### config.mk
export PLATFORM = sky130hd
export DESIGN_NAME = rr_arb4x16_flat
export DESIGN_NICKNAME = d
export VERILOG_FILES = /design/src/rtl/rr_arb4x16_if.sv /design/src/rtl/rr_arb4x16.sv /design/src/flat_wrapper.sv
export SDC_FILE = /design/constraint.sdc
export NUM_CORES = 1
export LEC_CHECK = 0
export ABC_AREA = 1
export CORE_MARGIN = 2
export CORE_UTILIZATION = 43
export DETAILED_ROUTE_END_ITERATION = 12
export PLACE_DENSITY_LB_ADDON = 0.12
export SLEW_MARGIN = 10
export SYNTH_ARGS = -nofsm -noshare
export SYNTH_HDL_FRONTEND = slang
export SYNTH_SLANG_ARGS = --single-unit
### constraint.sdc
create_clock -name clk -period 2.25 [get_ports clk]
set_input_delay 0.45 -clock clk [delete_from_list [all_inputs] [get_ports clk]]
set_output_delay 0.45 -clock clk [all_outputs]
set_load 0.01 [all_outputs]
### src/rtl/rr_arb4x16_if.sv
// Handshake bundle for the 4-way round-robin arbiter: four requester lanes in,
// one registered word out.
interface rr_arb4x16_if;
    logic [3:0]  in_valid;
    logic [63:0] in_data;
    logic [3:0]  in_ready;
    logic        out_valid;
    logic [15:0] out_data;
    logic [1:0]  out_src;
    logic        out_ready;

    modport master (
        output in_valid, in_data, out_ready,
        input  in_ready, out_valid, out_data, out_src
    );

    modport slave (
        input  in_valid, in_data, out_ready,
        output in_ready, out_valid, out_data, out_src
    );
endinterface

### src/rtl/rr_arb4x16.sv
// Round-robin arbiter sharing one 16-bit datapath among four requesters, with
// optional burst lock and a registered valid/ready output stage.
module mux4way16 (
    input  logic [63:0] in_data,
    input  logic [1:0]  sel,
    output logic [15:0] out
);
    // Word select by requester index.
    always_comb begin
        case (sel)
            2'd0:    out = in_data[15:0];
            2'd1:    out = in_data[31:16];
            2'd2:    out = in_data[47:32];
            2'd3:    out = in_data[63:48];
            default: out = 16'h0000;
        endcase
    end
endmodule

module rr_arb4x16 #(
    parameter int WIDTH     = 16,
    parameter int BURST_LEN = 4
) (
    input  logic         clk,
    input  logic         rst_n,
    rr_arb4x16_if.slave  bus
);
    typedef enum logic [0:0] {
        IDLE = 1'b0,
        HOLD = 1'b1
    } state_t;

    localparam logic [4:0] BURST_LAST = 5'(BURST_LEN);
    localparam logic       HOLD_EN    = (BURST_LEN > 1) ? 1'b1 : 1'b0;

    state_t             state_r, state_nxt_s;
    logic [4:0]         beat_r, beat_nxt_s;
    logic [1:0]         last_r, last_nxt_s;
    logic               out_valid_r;
    logic [WIDTH-1:0]   out_data_r;
    logic [1:0]         out_src_r;

    logic               load_s;
    logic               accept_s;
    logic [1:0]         src_s;
    logic               win_found_s;
    logic [1:0]         win_idx_s;
    logic [1:0]         cand_s;
    logic [WIDTH-1:0]   mux_word_s;

    assign load_s = ~out_valid_r | bus.out_ready;

    // Rotating-priority search starting just after the last granted requester.
    always_comb begin
        win_found_s = 1'b0;
        win_idx_s   = 2'd0;
        cand_s      = 2'd0;
        for (int k = 1; k <= 4; k++) begin
            cand_s = last_r + 2'(k);
            if (!win_found_s && bus.in_valid[cand_s]) begin
                win_found_s = 1'b1;
                win_idx_s   = cand_s;
            end else begin
                win_found_s = win_found_s;
            end
        end
    end

    // Next-state and grant decision; nothing moves while the output stage is stalled.
    always_comb begin
        state_nxt_s = state_r;
        beat_nxt_s  = beat_r;
        last_nxt_s  = last_r;
        accept_s    = 1'b0;
        src_s       = last_r;
        if (load_s) begin
            case (state_r)
                IDLE: begin
                    if (win_found_s) begin
                        accept_s    = 1'b1;
                        src_s       = win_idx_s;
                        last_nxt_s  = win_idx_s;
                        beat_nxt_s  = 5'd1;
                        state_nxt_s = HOLD_EN ? HOLD : IDLE;
                    end else begin
                        state_nxt_s = IDLE;
                    end
                end
                HOLD: begin
                    if (bus.in_valid[last_r]) begin
                        accept_s = 1'b1;
                        src_s    = last_r;
                        if ((beat_r + 5'd1) == BURST_LAST) begin
                            beat_nxt_s  = 5'd0;
                            state_nxt_s = IDLE;
                        end else begin
                            beat_nxt_s  = beat_r + 5'd1;
                            state_nxt_s = HOLD;
                        end
                    end else if (win_found_s) begin
                        // Owner went quiet: hand over in the same cycle, no bubble.
                        accept_s    = 1'b1;
                        src_s       = win_idx_s;
                        last_nxt_s  = win_idx_s;
                        beat_nxt_s  = 5'd1;
                        state_nxt_s = HOLD_EN ? HOLD : IDLE;
                    end else begin
                        beat_nxt_s  = 5'd0;
                        state_nxt_s = IDLE;
                    end
                end
                default: begin
                    beat_nxt_s  = 5'd0;
                    state_nxt_s = IDLE;
                end
            endcase
        end else begin
            state_nxt_s = state_r;
        end
    end

    // Reset gating keeps in_ready low the instant rst_n drops.
    assign bus.in_ready = (accept_s && rst_n) ? (4'b0001 << src_s) : 4'b0000;

    mux4way16 u_mux (
        .in_data (bus.in_data),
        .sel     (src_s),
        .out     (mux_word_s)
    );

    // Arbitration state; last resets to 3 so requester 0 has first priority.
    always_ff @(posedge clk or negedge rst_n) begin
        if (!rst_n) begin
            state_r <= IDLE;
            beat_r  <= 5'd0;
            last_r  <= 2'd3;
        end else begin
            state_r <= state_nxt_s;
            beat_r  <= beat_nxt_s;
            last_r  <= last_nxt_s;
        end
    end

    // Output stage: capture on accept, clear valid once consumed with nothing new.
    always_ff @(posedge clk or negedge rst_n) begin
        if (!rst_n) begin
            out_valid_r <= 1'b0;
            out_data_r  <= 16'h0000;
            out_src_r   <= 2'd0;
        end else if (accept_s) begin
            out_valid_r <= 1'b1;
            out_data_r  <= mux_word_s;
            out_src_r   <= src_s;
        end else if (out_valid_r && bus.out_ready) begin
            out_valid_r <= 1'b0;
        end
    end

    assign bus.out_valid = out_valid_r;
    assign bus.out_data  = out_data_r;
    assign bus.out_src   = out_src_r;
endmodule

### src/flat_wrapper.sv
// flat-port wrapper written by rule: the top's interface ports become plain ports
module rr_arb4x16_flat 
#(
    parameter int WIDTH     = 16,
    parameter int BURST_LEN = 4
)
  (clk, rst_n, bus_in_valid, bus_in_data, bus_out_ready, bus_in_ready, bus_out_valid, bus_out_data, bus_out_src);
  rr_arb4x16_if bus_i ();
  input  logic clk;
  input  logic rst_n;
  input wire logic [$bits(bus_i.in_valid)-1:0] bus_in_valid;
  input wire logic [$bits(bus_i.in_data)-1:0] bus_in_data;
  input wire logic [$bits(bus_i.out_ready)-1:0] bus_out_ready;
  output wire logic [$bits(bus_i.in_ready)-1:0] bus_in_ready;
  output wire logic [$bits(bus_i.out_valid)-1:0] bus_out_valid;
  output wire logic [$bits(bus_i.out_data)-1:0] bus_out_data;
  output wire logic [$bits(bus_i.out_src)-1:0] bus_out_src;
  assign bus_i.in_valid = bus_in_valid;
  assign bus_i.in_data = bus_in_data;
  assign bus_i.out_ready = bus_out_ready;
  assign bus_in_ready = bus_i.in_ready;
  assign bus_out_valid = bus_i.out_valid;
  assign bus_out_data = bus_i.out_data;
  assign bus_out_src = bus_i.out_src;
  rr_arb4x16 #(.WIDTH(WIDTH), .BURST_LEN(BURST_LEN)) u_core (.clk(clk), .rst_n(rst_n), .bus(bus_i));
endmodule
==> flow_metrics.py, run 1 <==
metrics = {
    "outcome": {
        "status": "finished, violations left",
        "violations": "setup timing",
    },
    "die": {
        "die_w_um": 74.60,
        "die_h_um": 74.60,
        "num_rows": 25,
        "initial_core_util_pct": 45.08,
        "die_area_sq_um": 5565,
        "coreArea_sq_um": 4755,
        "ioPinCount": 94,
    },
    "setup_path": {
        "crit_arrival_ns": 2.11,
        "crit_buf_inv": 3,
        "crit_slowest_cell": "dfstp_2",
        "path_common_cell": "nand2_2",
        "slowest_delay_ns": 0.59,
        "crit_type": "flop to output port",
        "worstPathRequired_ns": 1.80,
        "cp_max_fo": 9,
        "worstRegToRegCells": 15,
        "cp_top_family": "simple AND/OR/NAND/NOR gates",
        "worstSetupPathDepth": 12,
        "worstPathCellList": "buf_12 -> nand2_1 -> nand3_1 -> nand2_2 -> nor2_4 -> nand2_2 -> nand3_2 -> nand2_2 -> nand2_4 -> inv_2 -> nor3_2 -> buf_2",
        "crit_path_start_kind": "flop",
        "endpoint_kind": "output port",
    },
    "global_route": {
        "grt_max_degree": 32,
        "grt_use_total_pct": 24.02,
        "grt-busiest-layer": "met2",
        "grt_util_met3_pct": 5.556,
        "grtUsageMet1_pct": 26.84,
        "grt_overflow_total": 0,
        "use_met2_pct": 44.35,
        "grt_pass1_wl_um": 10360,
        "grt_pass1_vias": 2394,
        "antenna_found_initial": 0,
    },
    "clock_tree": {
        "cts_made_buffers": 3,
        "path_clk_slew_ns": 0.11,
        "htree_levels": 1,
        "cts_tree": "done",
        "hold_buffers": 0,
        "cts-root-buf": "clkbuf_8",
        "cts_max_path_buffers": 2,
        "insertion_delay_ns": 0.28,
        "cts.sinks": 27,
    },
    "synth": {
        "synth_cells": 347,
        "syn-mean-instance-area_sq_um": 6.177,
        "synth_top_family_by_area": "simple AND/OR/NAND/NOR gates",
        "ys_ff_latch": 27,
        "synth_area_leaders": "dfrtp_1 29%, nand2_1 24%, nand3_1 13%",
        "yosysWarnings": 0,
        "yosys_most_used_dff": "dfrtp_1",
        "muxShareOfSynthArea_pct": 0,
        "synthAdderAreaFrac_pct": 0.5838,
        "syn-cell-area_sq_um": 2143,
        "synth_top_cell_area_share_pct": 29.19,
        "syn_nets": 419,
        "synth-edff-count": 0,
        "async_flop_share_pct": 100.0,
        "synth-seq-area-share_pct": 31.64,
        "synth.distinct_cells": 31,
        "synth.largest_area_cell": "dfrtp_1",
        "synth_xor_xnor_area_share_pct": 0.8173,
        "synth-simple-area-share_pct": 44.95,
        "synth-compound-area-share_pct": 7.297,
    },
    "timing": {
        "setup-violations-final": 6,
        "maxSlewHeadroom_pct": 74.99,
        "tightest_slew_ns": 0.3752,
        "min_period_over_period_pct": 113.8,
        "setup_slack_ns": -0.3114,
        "timing.fmax_ghz": 0.3904,
        "min_period_ns": 2.561,
        "rsz0062_at_grt": "yes",
        "final_max_slew_viol_count": 0,
        "worst_clock_skew_ns": 0.001755,
        "hold_violations": 0,
        "fin_setup_tns_ns": -1.196,
    },
    "route": {
        "routed_wirelength_um": 6459,
        "drt_iter0_drc": 107,
        "ant_nets": 0,
        "vias": 2507,
        "firstDrtPassIters": 4,
        "via_per_inst": 4.859,
        "wl_per_cell_um": 12.52,
        "drc": 0,
    },
    "cells_and_area": {
        "fin_util_pct": 71.82,
        "nNetsFinal": 522,
        "drive_gt1_share_pct": 15.59,
        "layout.cells.non_filler": 516,
        "area_growth_pct": 59.31,
        "stdcell_area_sq_um": 3415,
        "antenna_cells": 0,
    },
    "placed_design": {
        "pre_cts_slack_ns": -0.7094,
        "place_hpwl_um": 4618,
        "placed_area_sq_um": 3214,
        "dp_cells": 510,
        "place.gp.congestion": 0.8785,
        "io_buffers": 93,
    },
    "power_and_ir_drop": {
        "power.leakage_uw": 0.001760,
        "p_int_uw": 2746,
        "pwr-share-comb_pct": 78.4,
        "p_per_area_nw_per_um2": 1606,
        "seqPwrFrac_pct": 16.2,
        "swShare_pct": 49.92,
        "clkPwrFrac_pct": 5.4,
        "peakVddDrop_mv": 0.8406,
        "power_switching_uw": 2738,
    },
    "min_path": {
        "holdCritPathClass": "flop to flop",
        "hold_depth": 2,
    },
    "run": {
        "drv_cap": 0,
    },
}
==> power groups by stage <==
| stage | Combinational (uW) | Sequential [uW] | Clock [uW] |
|---|---|---|---|
| 2_1_floorplan | 2520 | 947 | 0 |
| 3_3_place_gp | 3630 | 885 | 0 |
| 3_5_place_dp | 3680 | 885 | 0 |
| 4_1_cts | 3820 | 884 | 305 |
| 5_1_grt | 4780 | 914 | 321 |
| 6_report | 4300 | 887 | 299 |
==> path summary, 6_finish.rpt <==
kind / end / from / slack, ns
min in group asynchronous: u_core.bus.out_src[0] / rst_n / 0.61
worst min register to register: u_core.bus.out_data[15] / u_core.bus.out_data[15] / 0.49
worst max register to register: u_core.bus.out_data[13] / u_core.last_r[0] / -0.05
max in group asynchronous: u_core.last_r[0] / rst_n / 1.32
worst min-delay path: u_core.bus.out_data[15] / u_core.bus.out_data[15] / 0.49
worst max-delay path: bus_in_ready[2] / u_core.last_r[0] / -0.31
==> through the flow <==
stage | total power (uW) | hold slack, ns
after floorplan | 3466 | 0.1544
after global placement | 4516 | 0.4562
after detailed placement | 4567 | 0.4623
after CTS | 5008 | 0.4911
after global routing | 6020 | 0.5191
final | 5484 | 0.4898
==> sequential cells by signal (all words and copies together) (netlist names) <==
signal and cells:
u_core.beat_r 5, u_core.bus.out_data 16, u_core.bus.out_src 2, u_core.bus.out_valid 1, u_core.last_r 2, u_core.state_r 1
==> layout make-up <==
cell class	count	area, sq um
Multi-Input combinational cell	250	1249
Tap cell	67	83.83
Sequential cell	27	678.2
Fill cell	427	1340
Timing Repair Buffer	114	1152
Inverter	54	202.7
Clock buffer	3	41.29
Clock inverter	1	7.507
==> cells in the mapped netlist, types with 3 or more instances <==
| cell | count |
|---|---|
| nand2_1 | 138 |
| nand3_1 | 54 |
| inv_1 | 50 |
| dfrtp_1 | 25 |
| o21ai_0 | 19 |
| buf_2 | 6 |
| nor2_1 | 6 |
| nor3_1 | 5 |
| buf_4 | 4 |
| buf_6 | 4 |
| inv_2 | 4 |
| nand2_2 | 4 |
| or2_0 | 3 |
==> tightest hold or removal path: stages, from the launching register on <==
cell	delay [ns]
dfrtp_1	0.36
nand2_1	0.05
nand2_1	0.05
==> per-layer routing <==
| layer | vias up | wire (um) |
|---|---|---|
| met5 | - | 0 |
| met4 | 0 | 148 |
| met3 | 10 | 463 |
| met2 | 85 | 3270 |
| met1 | 1135 | 2575 |
| li1 | 1277 | - |
==> layout by cell type, fill, tap and decap left out, types with 2 or more instances in the layout <==
cell type and count:
nand2_1 128, dfstp_2 2, a21oi_4 2, inv_2 5, nor2_4 2, clkbuf_8 3
buf_12 5, o21ai_0 11, nand3_2 4, clkdlybuf4s50_1 89, nand3_1 51, or2_2 2
nor2_1 6, dfrtp_1 25, nor3_2 4, buf_2 4, buf_4 14, xor2_1 2
inv_1 49, o21ai_1 6, nand2_2 14, or2_0 3, o21ai_2 4, a22oi_1 2
==> cells by family after synthesis <==
| family | count (synthesis) |
|---|---|
| AO/OA/AOI/OAI | 28 |
| XOR/XNOR | 2 |
| adder cells (fa/ha/maj) | 1 |
| buffers and inverters | 70 |
| flip-flops | 27 |
| AND/OR/NAND/NOR | 219 |
==> timing repair <==
| item | CTS | global route |
|---|---|---|
| setup buffers | 1 | 0 |
| setup endpoints to repair | 12 | 24 |
| hold endpoints to repair | 0 | 0 |
| pin swaps | 1 | 4 |
| cloned | 0 | 1 |
| gates resized for setup | 31 | 29 |
No activity file was read; power rests on OpenSTA's default activity.
==> inputs of run 2 (changes only) <==
- CORE_MARGIN: 2 -> unset
==> run 2 against run 1 <==
The run still ends with setup timing left. Die area down 5.3%. Flip-flop and latch count did not move. Non-clock buffer count grew 18. Sequential share of layout area down 1.6 points.
==> flow_metrics.py, run 2 (same netlist as run 1, synthesis figures left out) <==
metrics = {
    "placed_design": {
        "placed_area_sq_um": 3217,
        "place.gp.congestion": 0.8947,
        "dp_cells": 512,
        "pre_cts_slack_ns": -0.6801,
        "io_buffers": 93,
        "place_hpwl_um": 4520,
    },
    "timing": {
        "setup_slack_ns": -0.3682,
        "maxSlewHeadroom_pct": 74.89,
        "worst_hold_slack_ns": 0.4882,
        "min_period_over_period_pct": 116.4,
        "setup-violations-final": 21,
        "worst_clock_skew_ns": 0.006427,
        "min_period_ns": 2.618,
        "timing.fmax_ghz": 0.3819,
        "hold_violations": 0,
        "final_max_slew_viol_count": 0,
        "rsz0062_at_grt": "yes",
        "fin_setup_tns_ns": -4.590,
        "tightest_slew_ns": 0.3767,
    },
    "cells_and_area": {
        "area_growth_pct": 72.85,
        "fillerInstances": 351,
        "multi_input_area_sq_um": 1303,
        "seqCellArea_sq_um": 678.2,
        "final_common_cell": "nand2_1",
        "largest_reg_flops": 16,
        "drive_gt1_share_pct": 21.79,
        "final_cell_mix": "119 x nand2_1, 89 x clkdlybuf4s50_1, 50 x nand3_1, 49 x inv_1, 25 x dfrtp_1",
        "layout.cells.non_filler": 535,
        "stdcell_area_sq_um": 3705,
        "nNetsFinal": 541,
        "antenna_cells": 0,
    },
    "clock_tree": {
        "cts_max_path_buffers": 2,
        "htree_levels": 1,
        "cts_made_buffers": 3,
        "cts-root-buf": "clkbuf_8",
        "cts_tree": "done",
        "cts.sinks": 27,
        "insertion_delay_ns": 0.28,
        "hold_buffers": 0,
        "path_clk_slew_ns": 0.10,
    },
    "setup_path": {
        "slowest_delay_ns": 0.45,
        "worstPathRequired_ns": 1.80,
        "crit_path_start_kind": "input port",
        "worstPathCellList": "clkdlybuf4s50_1 -> inv_1 -> nand2_2 -> nand3_2 -> nand2_2 -> nor2_4 -> nand2_1 -> nand2_1 -> nand2_2 -> nand2_2 -> o21ai_4 -> nor3_2 -> buf_2",
        "endpoint_kind": "output port",
        "crit_arrival_ns": 2.17,
        "crit_type": "input port to output port",
        "crit_slowest_cell": "clkdlybuf4s50_1",
        "worstRegToRegCells": 18,
        "path_common_cell": "nand2_2",
        "cp_max_fo": 3,
    },
    "route": {
        "drt_iter0_drc": 182,
        "ant_nets": 0,
        "vias": 2711,
        "firstDrtPassIters": 4,
        "routed_wirelength_um": 7794,
        "via_per_inst": 5.067,
        "wl_per_cell_um": 14.57,
        "drc": 0,
    },
    "min_path": {
        "holdCritPathClass": "flop to flop",
        "hold_depth": 2,
    },
    "die": {
        "coreArea_sq_um": 4755,
        "die_w_um": 72.60,
        "ioPinCount": 94,
        "die_h_um": 72.60,
        "initial_core_util_pct": 45.08,
        "die_area_sq_um": 5271,
        "num_rows": 25,
    },
    "run": {
        "drv_cap": 0,
    },
    "global_route": {
        "grt_pass1_wl_um": 10880,
        "grt_use_total_pct": 26.62,
        "antenna_found_initial": 0,
        "grt_max_degree": 34,
        "grt_pass1_vias": 2428,
        "grt_overflow_total": 0,
    },
    "outcome": {
        "status": "finished, violations left",
        "violations": "setup timing",
    },
    "power_and_ir_drop": {
        "peakVddDrop_mv": 0.8789,
        "p_per_area_nw_per_um2": 1772,
        "power.leakage_uw": 0.001896,
    },
}
## run 2: what timing repair did
item,in CTS,in global routing
cloned,1,6
setup endpoints to repair,20,24
pin swaps,5,11
setup buffers,8,4
resized for setup,50,37
## run 2: final cells by class
cell class              count  area share (%)
multi-input cells         250           35.16
flip-flops and latches     27           18.30
well taps                  67           2.263
inverters                  54           5.674
repair inverters            1          0.2026
clock inverters             1          0.2026
clock buffers               3           1.114
repair buffers            132           37.08
## run 2: power breakdown
group	total (uW)	internal, uW	switching, uW
combinational	5380	2480	2900
clock	298	126	172
sequential	882	736	146
total	6560	3350	3220
## run 2: final timing paths
kind | endpoint | slack [ns] | from
max in group asynchronous | u_core.last_r[1] | 1.25 | rst_n
setup / recovery | bus_in_ready[3] | -0.37 | bus_in_valid[3]
hold reg to reg | u_core.bus.out_data[10] | 0.49 | u_core.bus.out_data[10]
hold / removal | u_core.bus.out_data[10] | 0.49 | u_core.bus.out_data[10]
setup reg to reg | u_core.bus.out_data[1] | -0.27 | u_core.last_r[0]
min in group asynchronous | u_core.bus.out_src[0] | 0.67 | rst_n
## run 2: per-layer routing
metal / share of wire [%] / vias to the layer above / GRT usage (%) / wire length, um
met2: 51 / 119 / 46.31 / 4003
met5: 0 / - / 0 / 0
met4: 2.6 / 0 / 11.11 / 201
met3: 6.6 / 19 / 4.972 / 517
met1: 39 / 1256 / 32.26 / 3072
li1: - / 1317 / - / -
## run 2: metrics by stage
step / total power (uW) / util [%]
finish: 6565 / 77.92
global route: 7045 / 77.92
CTS: 5345 / 72.16
detailed placement: 4614 / 67.66
global placement: 4551 / 67.66
floorplan: 3466 / -
## run 2: worst max-delay path: cells and delay by family
kind | cells | cell delay [ns]
simple gates | 9 | 0.91
compound gates | 1 | 0.08
buf+inv | 3 | 0.72
==> inputs of run 3 (changes only) <==
- CELL_PAD_IN_SITES_DETAIL_PLACEMENT: unset -> 1
- CELL_PAD_IN_SITES_GLOBAL_PLACEMENT: unset -> 2
- CORE_UTILIZATION: 43 -> 21
==> run 3 against run 2 <==
The run still ends with setup timing left. Final cell count up 12%. First-iteration DRC count down 66%. Global-route usage down 9.7 points. Critical endpoint is now bus_in_ready[1].
==> flow_metrics.py, run 3 (same netlist as run 1, synthesis figures left out) <==
metrics = {
    "setup_path": {
        "worstSetupPathDepth": 14,
        "path_common_cell": "nand2_2",
        "r2r-end": "u_core.bus.out_data[13]",
        "crit_slowest_cell": "dfstp_2",
        "cp_top_family": "simple AND/OR/NAND/NOR gates",
        "crit_arrival_ns": 2.15,
        "rrSetupSlack_ns": -0.27,
        "cp_max_fo": 9,
        "worstPathCellList": "buf_6 -> inv_8 -> nand2_1 -> nand2_2 -> nand2_2 -> nand2_4 -> nor2_4 -> nand2_2 -> nand2_2 -> nand2_2 -> a21oi_4 -> buf_6 -> nor3_4 -> buf_2",
        "worstPathRequired_ns": 1.80,
        "slowest_delay_ns": 0.58,
        "crit_type": "flop to output port",
        "endpoint_kind": "output port",
        "crit_path_start_kind": "flop",
        "worstRegToRegCells": 17,
        "crit_buf_inv": 4,
        "r2r_start": "u_core.last_r[0]",
    },
    "timing": {
        "worst_clock_skew_ns": 0.01591,
        "timing.fmax_ghz": 0.3846,
        "hold_violations": 0,
        "final_max_slew_viol_count": 0,
        "min_period_over_period_pct": 115.6,
        "tightest_slew_ns": 0.3843,
        "min_period_ns": 2.600,
        "rsz0062_at_grt": "yes",
        "worst_hold_slack_ns": 0.4862,
        "setup-violations-final": 21,
        "setup_slack_ns": -0.3504,
        "maxSlewHeadroom_pct": 74.38,
    },
    "route": {
        "drt_iter0_drc": 61,
        "routed_wirelength_um": 8420,
        "via_per_inst": 4.332,
        "drc": 0,
        "firstDrtPassIters": 4,
        "vias": 2599,
        "ant_nets": 0,
        "wl_per_cell_um": 14.03,
    },
    "global_route": {
        "grt_overflow_total": 0,
        "grt_use_total_pct": 16.90,
        "grt_max_degree": 28,
        "grt_pass1_vias": 2714,
        "grt_pass1_wl_um": 13520,
        "antenna_found_initial": 0,
    },
    "min_path": {
        "min_from": "u_core.bus.out_data[8]",
        "min_to": "u_core.bus.out_data[8]",
        "holdCritPathClass": "flop to flop",
        "hold_depth": 2,
    },
    "outcome": {
        "violations": "setup timing",
        "status": "finished, violations left",
    },
    "placed_design": {
        "place_hpwl_um": 5912,
        "dp_cells": 583,
        "io_buffers": 93,
        "place.gp.congestion": 0.8272,
    },
    "die": {
        "ioPinCount": 94,
        "die_area_sq_um": 10610,
        "coreArea_sq_um": 9819,
        "initial_core_util_pct": 21.83,
        "die_h_um": 103.0,
        "num_rows": 36,
        "die_w_um": 103.0,
    },
    "cells_and_area": {
        "drive_gt1_share_pct": 22.48,
        "nNetsFinal": 540,
        "layout.cells.non_filler": 600,
        "final_cell_mix": "115 x nand2_1, 89 x clkdlybuf4s50_1, 48 x inv_1, 47 x nand3_1, 25 x dfrtp_1",
        "area_growth_pct": 79.74,
        "antenna_cells": 0,
        "fillerInstances": 1277,
        "final_common_cell": "nand2_1",
        "largest_reg_flops": 16,
    },
    "clock_tree": {
        "insertion_delay_ns": 0.29,
        "cts_made_buffers": 3,
        "cts_tree": "done",
        "cts_max_path_buffers": 2,
        "cts-root-buf": "clkbuf_8",
        "path_clk_slew_ns": 0.11,
        "htree_levels": 1,
        "cts.sinks": 27,
    },
    "run": {
        "drv_cap": 0,
    },
    "power_and_ir_drop": {
        "peakVddDrop_mv": 0.5630,
        "p_per_area_nw_per_um2": 1733,
        "power.leakage_uw": 0.001931,
    },
}
-- run 3: changes by cell type in the layout (fill, tap and decap cells not counted), sizes merged --
| cell | before | now |
|---|---|---|
| inv | 54 | 55 |
| clkinvlp | 2 | 0 |
| clkbuf | 8 | 3 |
| buf | 38 | 43 |
-- run 3: metal layers --
| layer | global-route usage, % | wire, um | vias up |
|---|---|---|---|
| li1 | - | - | 1322 |
| met1 | 18.81 | 3489 | 1220 |
| met2 | 32.77 | 4419 | 55 |
| met3 | 4.136 | 469 | 2 |
| met4 | 2.600 | 41 | 0 |
| met5 | 0 | 0 | - |
-- run 3: where the power goes --
group | leakage (uW) | internal [uW] | switching (uW)
clock | 0.0000261 | 130 | 171
sequential | 0.000327 | 735 | 147
combinational | 0.00158 | 2500 | 3000
total | 0.00193 | 3360 | 3320
-- run 3: worst max path at each step --
stage                                 end  slack (ns)             start
final                     bus_in_ready[1]       -0.35  u_core.last_r[0]
after global routing      bus_in_ready[2]       -0.48  u_core.last_r[0]
after CTS                 bus_in_ready[1]       -0.41  u_core.last_r[0]
after detailed placement  bus_in_ready[1]       -0.85   bus_in_valid[2]
after global placement    bus_in_ready[1]       -0.79   bus_in_valid[3]
after floorplan           bus_in_ready[2]        0.02  u_core.last_r[0]
-- run 3: cell type report --
type	count	area, sq um	area share (%)
clock buffer	3	41.29	1.072
sequential	27	678.2	17.60
multi-input combinational	250	1391	36.12
timing repair buffer	132	1354	35.14
inverter	54	212.7	5.521
clock inverter	1	8.758	0.2273
tap	133	166.4	4.320
-- run 3: what timing repair did --
action / in CTS / in global routing
buffers inserted: 10 / 1
resized for setup: 67 / 33
setup endpoints to repair: 20 / 27
hold buffers: 0 / 0
hold endpoints to repair: 0 / 0
pin swaps: 24 / 18
gates cloned: 4 / 0
-- run 3: worst reg2reg max path, cell delays in order, from the launching register on --
cell     delay (ns)
dfstp_2        0.58
buf_6          0.16
nand2_4        0.06
nand3_2        0.08
nand2_2        0.09
buf_6          0.13
o21ai_4        0.14
nand3_2        0.11
nand2_4        0.10
nand2_8        0.07
buf_4          0.14
buf_8          0.13
buf_12         0.15
or2_2          0.27
nand2_1        0.07
nand2_1        0.05
nand2_1        0.05
nand2_1        0.04
-- run 3: per-stage QoR --
step | cell area (sq um) | util [%] | worst slack (ns) | power (uW) | setup TNS (ns)
after floorplan | 2153 | - | 0.01730 | 3466 | 0
after global placement | 3349 | 34.11 | -0.7911 | 4934 | -8.893
after detailed placement | 3349 | 34.11 | -0.8545 | 4975 | -10.05
after CTS | 3732 | 38.01 | -0.4076 | 6431 | -3.927
after global routing | 3852 | 39.23 | -0.4800 | 7338 | -7.578
final | 3852 | 39.23 | -0.3504 | 6677 | -4.472
